<file path="config.mk">
export PLATFORM = sky130hd
export DESIGN_NAME = crack_dispatcher
export DESIGN_NICKNAME = d
export VERILOG_FILES = /design/src/rtl/crack_dispatcher.sv
export SDC_FILE = /design/constraint.sdc
export NUM_CORES = 1
export LEC_CHECK = 0
export BUFFER_PORTS_ARGS = -buffer_cell sky130_fd_sc_hd__clkbuf_2
export CAP_MARGIN = 10
export CELL_PAD_IN_SITES_DETAIL_PLACEMENT = 1
export CELL_PAD_IN_SITES_GLOBAL_PLACEMENT = 1
export CORE_MARGIN = 2
export CORE_UTILIZATION = 32
export CTS_CLUSTER_DIAMETER = 80
export CTS_CLUSTER_SIZE = 10
export DETAILED_ROUTE_END_ITERATION = 6
export GPL_TIMING_DRIVEN = 0
export PLACE_DENSITY_LB_ADDON = 0.1
export SKIP_CTS_REPAIR_TIMING = 1
export SLEW_MARGIN = 40
export SYNTH_ARGS = -nofsm -noshare
export SYNTH_HDL_FRONTEND = slang
export SYNTH_SLANG_ARGS = --single-unit
</file>
<file path="constraint.sdc">
create_clock -name clk -period 2.3 [get_ports clk]
set_input_delay 0 -clock clk [delete_from_list [all_inputs] [get_ports clk]]
set_output_delay 0 -clock clk [all_outputs]
set_load 0.01 [all_outputs]
</file>
<file path="src/rtl/crack_dispatcher.sv">
// crack_dispatcher
//   Splits a 4-character password search across NUM_WORKERS cracker workers.
//   Each worker gets a fixed range of top-digit values. The dispatcher checks
//   the password, holds the workers in reset for two load cycles, releases
//   them, and waits for a match, for every worker to finish, or for the cycle
//   counter to saturate. It then reports the result with a one-cycle pulse.
//
// Ports
//   clk, rst_n          clock, asynchronous active-low reset
//   start               one-cycle search request (only honoured in IDLE)
//   password[31:0]      four ASCII chars, [7:0] least-significant digit
//   worker_found/done   per-worker match / range-exhausted flags
//   worker_rst          per-worker reset/load strobe (low only in RUN)
//   worker_pwd          captured password broadcast to the workers
//   worker_from/to      packed 6-bit top-digit range per worker
//   busy                high in LOAD and RUN
//   result_valid        one-cycle pulse in REPORT
//   found, found_worker, timeout, pwd_invalid, cycles   result fields
//
// state  | meaning
// IDLE   | waiting for start; workers held in reset
// LOAD   | two cycles of worker reset/load with the captured password
// RUN    | workers released; count cycles and watch the flags
// REPORT | result_valid pulse, then back to IDLE
module crack_dispatcher #(
  parameter int NUM_WORKERS = 4,
  parameter int CYCLE_W     = 24,
  localparam int IDX_W      = (NUM_WORKERS > 2) ? $clog2(NUM_WORKERS) : 1
) (
  input  logic                     clk,
  input  logic                     rst_n,
  input  logic                     start,
  input  logic [31:0]              password,
  input  logic [NUM_WORKERS-1:0]   worker_found,
  input  logic [NUM_WORKERS-1:0]   worker_done,
  output logic [NUM_WORKERS-1:0]   worker_rst,
  output logic [31:0]              worker_pwd,
  output logic [6*NUM_WORKERS-1:0] worker_from,
  output logic [6*NUM_WORKERS-1:0] worker_to,
  output logic                     busy,
  output logic                     result_valid,
  output logic                     found,
  output logic [IDX_W-1:0]         found_worker,
  output logic                     timeout,
  output logic                     pwd_invalid,
  output logic [CYCLE_W-1:0]       cycles
);

  typedef enum logic [1:0] {S_IDLE, S_LOAD, S_RUN, S_REPORT} state_t;

  localparam logic [CYCLE_W-1:0] CYC_MAX = {CYCLE_W{1'b1}};

  state_t             state_q, state_d;
  logic               load_cnt_q, load_cnt_d;
  logic [31:0]        pwd_q, pwd_d;
  logic               found_q, found_d;
  logic [IDX_W-1:0]   idx_q, idx_d;
  logic               timeout_q, timeout_d;
  logic               inv_q, inv_d;
  logic [CYCLE_W-1:0] cycles_q, cycles_d;

  logic               pwd_ok;
  logic [IDX_W-1:0]   low_idx;
  logic [CYCLE_W-1:0] cycles_inc;

  for (genvar g = 0; g < NUM_WORKERS; g++) begin : g_range
    assign worker_from[6*g +: 6] = 6'((36 * g) / NUM_WORKERS);
    assign worker_to[6*g +: 6]   = 6'((36 * (g + 1)) / NUM_WORKERS - 1);
  end

  always_comb begin
    pwd_ok = 1'b1;
    for (int b = 0; b < 4; b++) begin
      if (password[8*b +: 8] < 8'd48 || password[8*b +: 8] > 8'd83) pwd_ok = 1'b0;
    end
  end

  // Scan from the top so the lowest set index wins.
  always_comb begin
    low_idx = '0;
    for (int i = NUM_WORKERS - 1; i >= 0; i--) begin
      if (worker_found[i]) low_idx = IDX_W'(i);
    end
  end

  assign cycles_inc = (cycles_q == CYC_MAX) ? CYC_MAX : cycles_q + 1'b1;

  always_comb begin
    state_d    = state_q;
    load_cnt_d = load_cnt_q;
    pwd_d      = pwd_q;
    found_d    = found_q;
    idx_d      = idx_q;
    timeout_d  = timeout_q;
    inv_d      = inv_q;
    cycles_d   = cycles_q;
    case (state_q)
      S_IDLE: begin
        if (start) begin
          pwd_d     = password;
          found_d   = 1'b0;
          idx_d     = '0;
          timeout_d = 1'b0;
          cycles_d  = '0;
          if (pwd_ok) begin
            inv_d      = 1'b0;
            load_cnt_d = 1'b1;
            state_d    = S_LOAD;
          end else begin
            inv_d   = 1'b1;
            state_d = S_REPORT;
          end
        end
      end
      S_LOAD: begin
        if (load_cnt_q == 1'b0) begin
          cycles_d = '0;
          state_d  = S_RUN;
        end else begin
          load_cnt_d = load_cnt_q - 1'b1;
        end
      end
      S_RUN: begin
        cycles_d = cycles_inc;
        if (|worker_found) begin
          found_d = 1'b1;
          idx_d   = low_idx;
          state_d = S_REPORT;
        end else if (&worker_done) begin
          state_d = S_REPORT;
        end else if (cycles_inc == CYC_MAX) begin
          timeout_d = 1'b1;
          state_d   = S_REPORT;
        end
      end
      S_REPORT: state_d = S_IDLE;
      default:  state_d = S_IDLE;
    endcase
  end

  always_ff @(posedge clk or negedge rst_n) begin
    if (!rst_n) begin
      state_q    <= S_IDLE;
      load_cnt_q <= 1'b0;
      pwd_q      <= '0;
      found_q    <= 1'b0;
      idx_q      <= '0;
      timeout_q  <= 1'b0;
      inv_q      <= 1'b0;
      cycles_q   <= '0;
    end else begin
      state_q    <= state_d;
      load_cnt_q <= load_cnt_d;
      pwd_q      <= pwd_d;
      found_q    <= found_d;
      idx_q      <= idx_d;
      timeout_q  <= timeout_d;
      inv_q      <= inv_d;
      cycles_q   <= cycles_d;
    end
  end

  assign worker_rst   = (state_q == S_RUN) ? '0 : '1;
  assign busy         = (state_q == S_LOAD) || (state_q == S_RUN);
  assign result_valid = (state_q == S_REPORT);
  assign worker_pwd   = pwd_q;
  assign found        = found_q;
  assign found_worker = idx_q;
  assign timeout      = timeout_q;
  assign pwd_invalid  = inv_q;
  assign cycles       = cycles_q;

endmodule

</file>
==> run_results.csv <==
group,metric,value,unit
timing,setup_viol,0,
timing,finalCritPeriodShare,97.4,%
detailed_routing,wire_per_inst,16.3,um
floorplan,coreArea,11900,um^2
critical_path,cp.arrival,2470,ps
synth,yosysSeqAreaShare,41.4,%
clock_network,insertion_delay,340,ps
worst_hold_path,hold_depth,3,
power_and_ir_drop,powerDensity,930,nW/um^2
floorplan,rows,40,
clock_network,clock_path_buffers,2,
critical_path,regToRegEndpoint,"state_q[1]",
final_layout,final_common_cell,"clkbuf_2",
clock_network,cts_tree,"yes",
detailed_routing,drt-initial-drc-count,183,
critical_path,crit_top_cell,"nand4_1",
critical_path,cp-start-kind,"register",
grt,antenna_found_initial,0,
timing,fmax,447,MHz
synth,syn_area_per_cell,9.31,um^2
timing,tightestPinTransition,688,ps
clock_network,clockRootBuffer,"clkbuf_16",
critical_path,crit_chain,"ha_4 -> nand4_1 -> or3_1 -> a32oi_2 -> nand4_1 -> nor4_4 -> o21ai_2 -> mux2i_1",
worst_hold_path,hold_path_class,"in2reg",
critical_path,cp.required,2530,ps
critical_path,reg2reg_from,"cycles[0]",
detailed_routing,routed-via-count,3779,
timing,finalHoldViolCount,1,
critical_path,timing.critical_path.slowest_cell_delay,420,ps
timing,holdWs,-51.5,ps
grt,grt_max_degree,65,
detailed_routing,viasPerCell,4.88,
critical_path,rrSetupSlack,60,ps
detailed_routing,totalWireLength,12.6,mm
synth,yosys_most_used_dff,"dfrtp_1",
final_layout,nets,672,
power_and_ir_drop,ir_drop,0.674,mV
critical_path,critical-path-slowest-cell,"dfrtp_2",
grt,grt_pass1_wl,18.8,mm
power_and_ir_drop,p_leak,0.00273,uW
grt,grt_usage,18.4,%
power_and_ir_drop,fin_total_pwr,5240,uW
floorplan,ioPinCount,158,
clock_network,clock_sinks,64,
synth,yosysWarnings,0,
timing,period_needed,2240,ps
synth,synth_area,3870,um^2
floorplan,start_util,32.5,%
synth,synth_cell_types,52,
outcome,violations,"negative hold slack",
final_layout,drive_gt1_share,40.4,%
grt,first_global_vias,3692,
final_layout,area_growth,45.4,%
clock_network,clk_pin_slew,60,ps
floorplan,fp.dieW,114,um
worst_hold_path,hold_end,"worker_pwd[13]",
grt,grt-ovfl-total,0,
clock_network,cts_max_level,3,
timing,fin_skew,6.92,ps
clock_network,cts_buffers,9,
critical_path,critPathCaptureType,"register",
timing,rsz0062_at_grt,"yes",
timing,slew_headroom,53.9,%
worst_hold_path,min_from,"password[13]",
floorplan,die_h,114,um
detailed_routing,drt_pass1_iterations,4,
timing,maxSlewViolCount,0,
detailed_routing,drc_errors,0,
job,drv_cap,0,
synth,synth.ff_latch_count,64,
place,place_congestion,0.791,
outcome,outcome,"complete, but fails checks",
place,io_buffers,109,
synth,netlist_instances,416,
critical_path,crit_path_max_fanout,7,
floorplan,die_area,13000,um^2
final_layout,antenna_cells,0,
critical_path,reg2reg_depth,8,
critical_path,critical_path_class,"reg2reg",
synth,synth-edff-count,0,
synth,async_flop_share,100,%
detailed_routing,antenna_left,0,
place,dp.final_hpwl,8.69,mm
final_layout,final_cell_mix,"clkbuf_2, dfrtp_1, buf_4, conb_1, nand2_1",
kinds of logic after synthesis:
family / Yosys count / share of synthesized area [%]
AND/OR/NAND/NOR: 123 / 17.0
XOR/XNOR: 4 / 0.905
AO/OA/AOI/OAI: 103 / 15.7
multiplexers: 33 / 9.47
flip-flops: 64 / 41.4
buffers and inverters: 81 / 13.4
other: 2 / 0.194
adder cells (fa/ha/maj): 6 / 1.94
through the flow:
step	utilization (%)	area, um^2	TNS [ps]	cells	setup slack [ps]
3_5_place_dp	40.4	4810	-3940	719	-367
2_1_floorplan	-	4050	0	462	21.6
3_3_place_gp	40.1	4770	-3140	718	-324
6_report	47.3	5630	0	775	60.8
5_1_grt	47.3	5630	-178	775	-40.2
4_1_cts	42.9	5110	-4730	735	-381
registers in the layout, summed over array words and instances, names as in the netlist:
signal and cells:
load_cnt_q 1, found_worker 2, timeout 1, state_q 2, found 1, cycles 24
pwd_invalid 1, worker_pwd 32
synth_stat cells (all sizes together) (4+ instances only):
cell | number | area, um^2
ha | 6 | 75.1
nor4 | 5 | 37.5
buf | 59 | 437
mux2i | 4 | 40.0
nor3 | 7 | 45.0
nand2 | 37 | 139
a31oi | 12 | 75.1
o21ai | 35 | 179
o22a | 4 | 35.0
nand3 | 13 | 65.1
and2 | 4 | 27.5
a21oi | 34 | 174
and4 | 4 | 35.0
inv | 12 | 45.0
nand4 | 9 | 86.3
mux2 | 29 | 327
clkbuf | 9 | 33.8
and3 | 5 | 31.3
nor2 | 26 | 100
dfrtp | 64 | 1600
routing by layer:
layer | part of all wire, % | global-route usage (%)
met5 | 0 | 0
met3 | 6.3 | 6.43
met2 | 52 | 31.7
met4 | 1.3 | 5.93
met1 | 40 | 21.5
critical path: cells and delay by family (launching register included):
family          cells  cell delay [ps]
simple gates        4             1070
compound gates      2              320
mux                 1              120
flops               1              420
fa+ha+maj           1              190
cell type report:
type | instances | area (um^2)
Fill cell | 1417 | 6280
Multi-Input combinational cell | 317 | 2040
Sequential cell | 64 | 1600
Timing Repair Buffer | 152 | 980
Buffer | 66 | 474
Clock buffer | 10 | 229
Tap cell | 147 | 184
Clock inverter | 6 | 70.1
Inverter | 13 | 52.6
worst max-delay path by stage:
stage | start | to | slack (ps) | cells after the start
after floorplan | cycles[0] | state_q[1] | 20 | 8
after global placement | cycles[0] | state_q[1] | -320 | 8
after detailed placement | cycles[0] | state_q[1] | -370 | 8
after CTS | cycles[0] | state_q[1] | -380 | 8
after global routing | cycles[16] | cycles[2] | -40 | 7
final | cycles[0] | state_q[1] | 60 | 8
power breakdown:
part	total, uW	internal [uW]	leakage, uW	switching (uW)
Sequential	1660	1470	0.000809	194
Clock	1390	842	0.000135	550
Combinational	2180	957	0.00178	1220
Total	5240	3270	0.00273	1970
No activity file was read; power rests on OpenSTA's default activity.
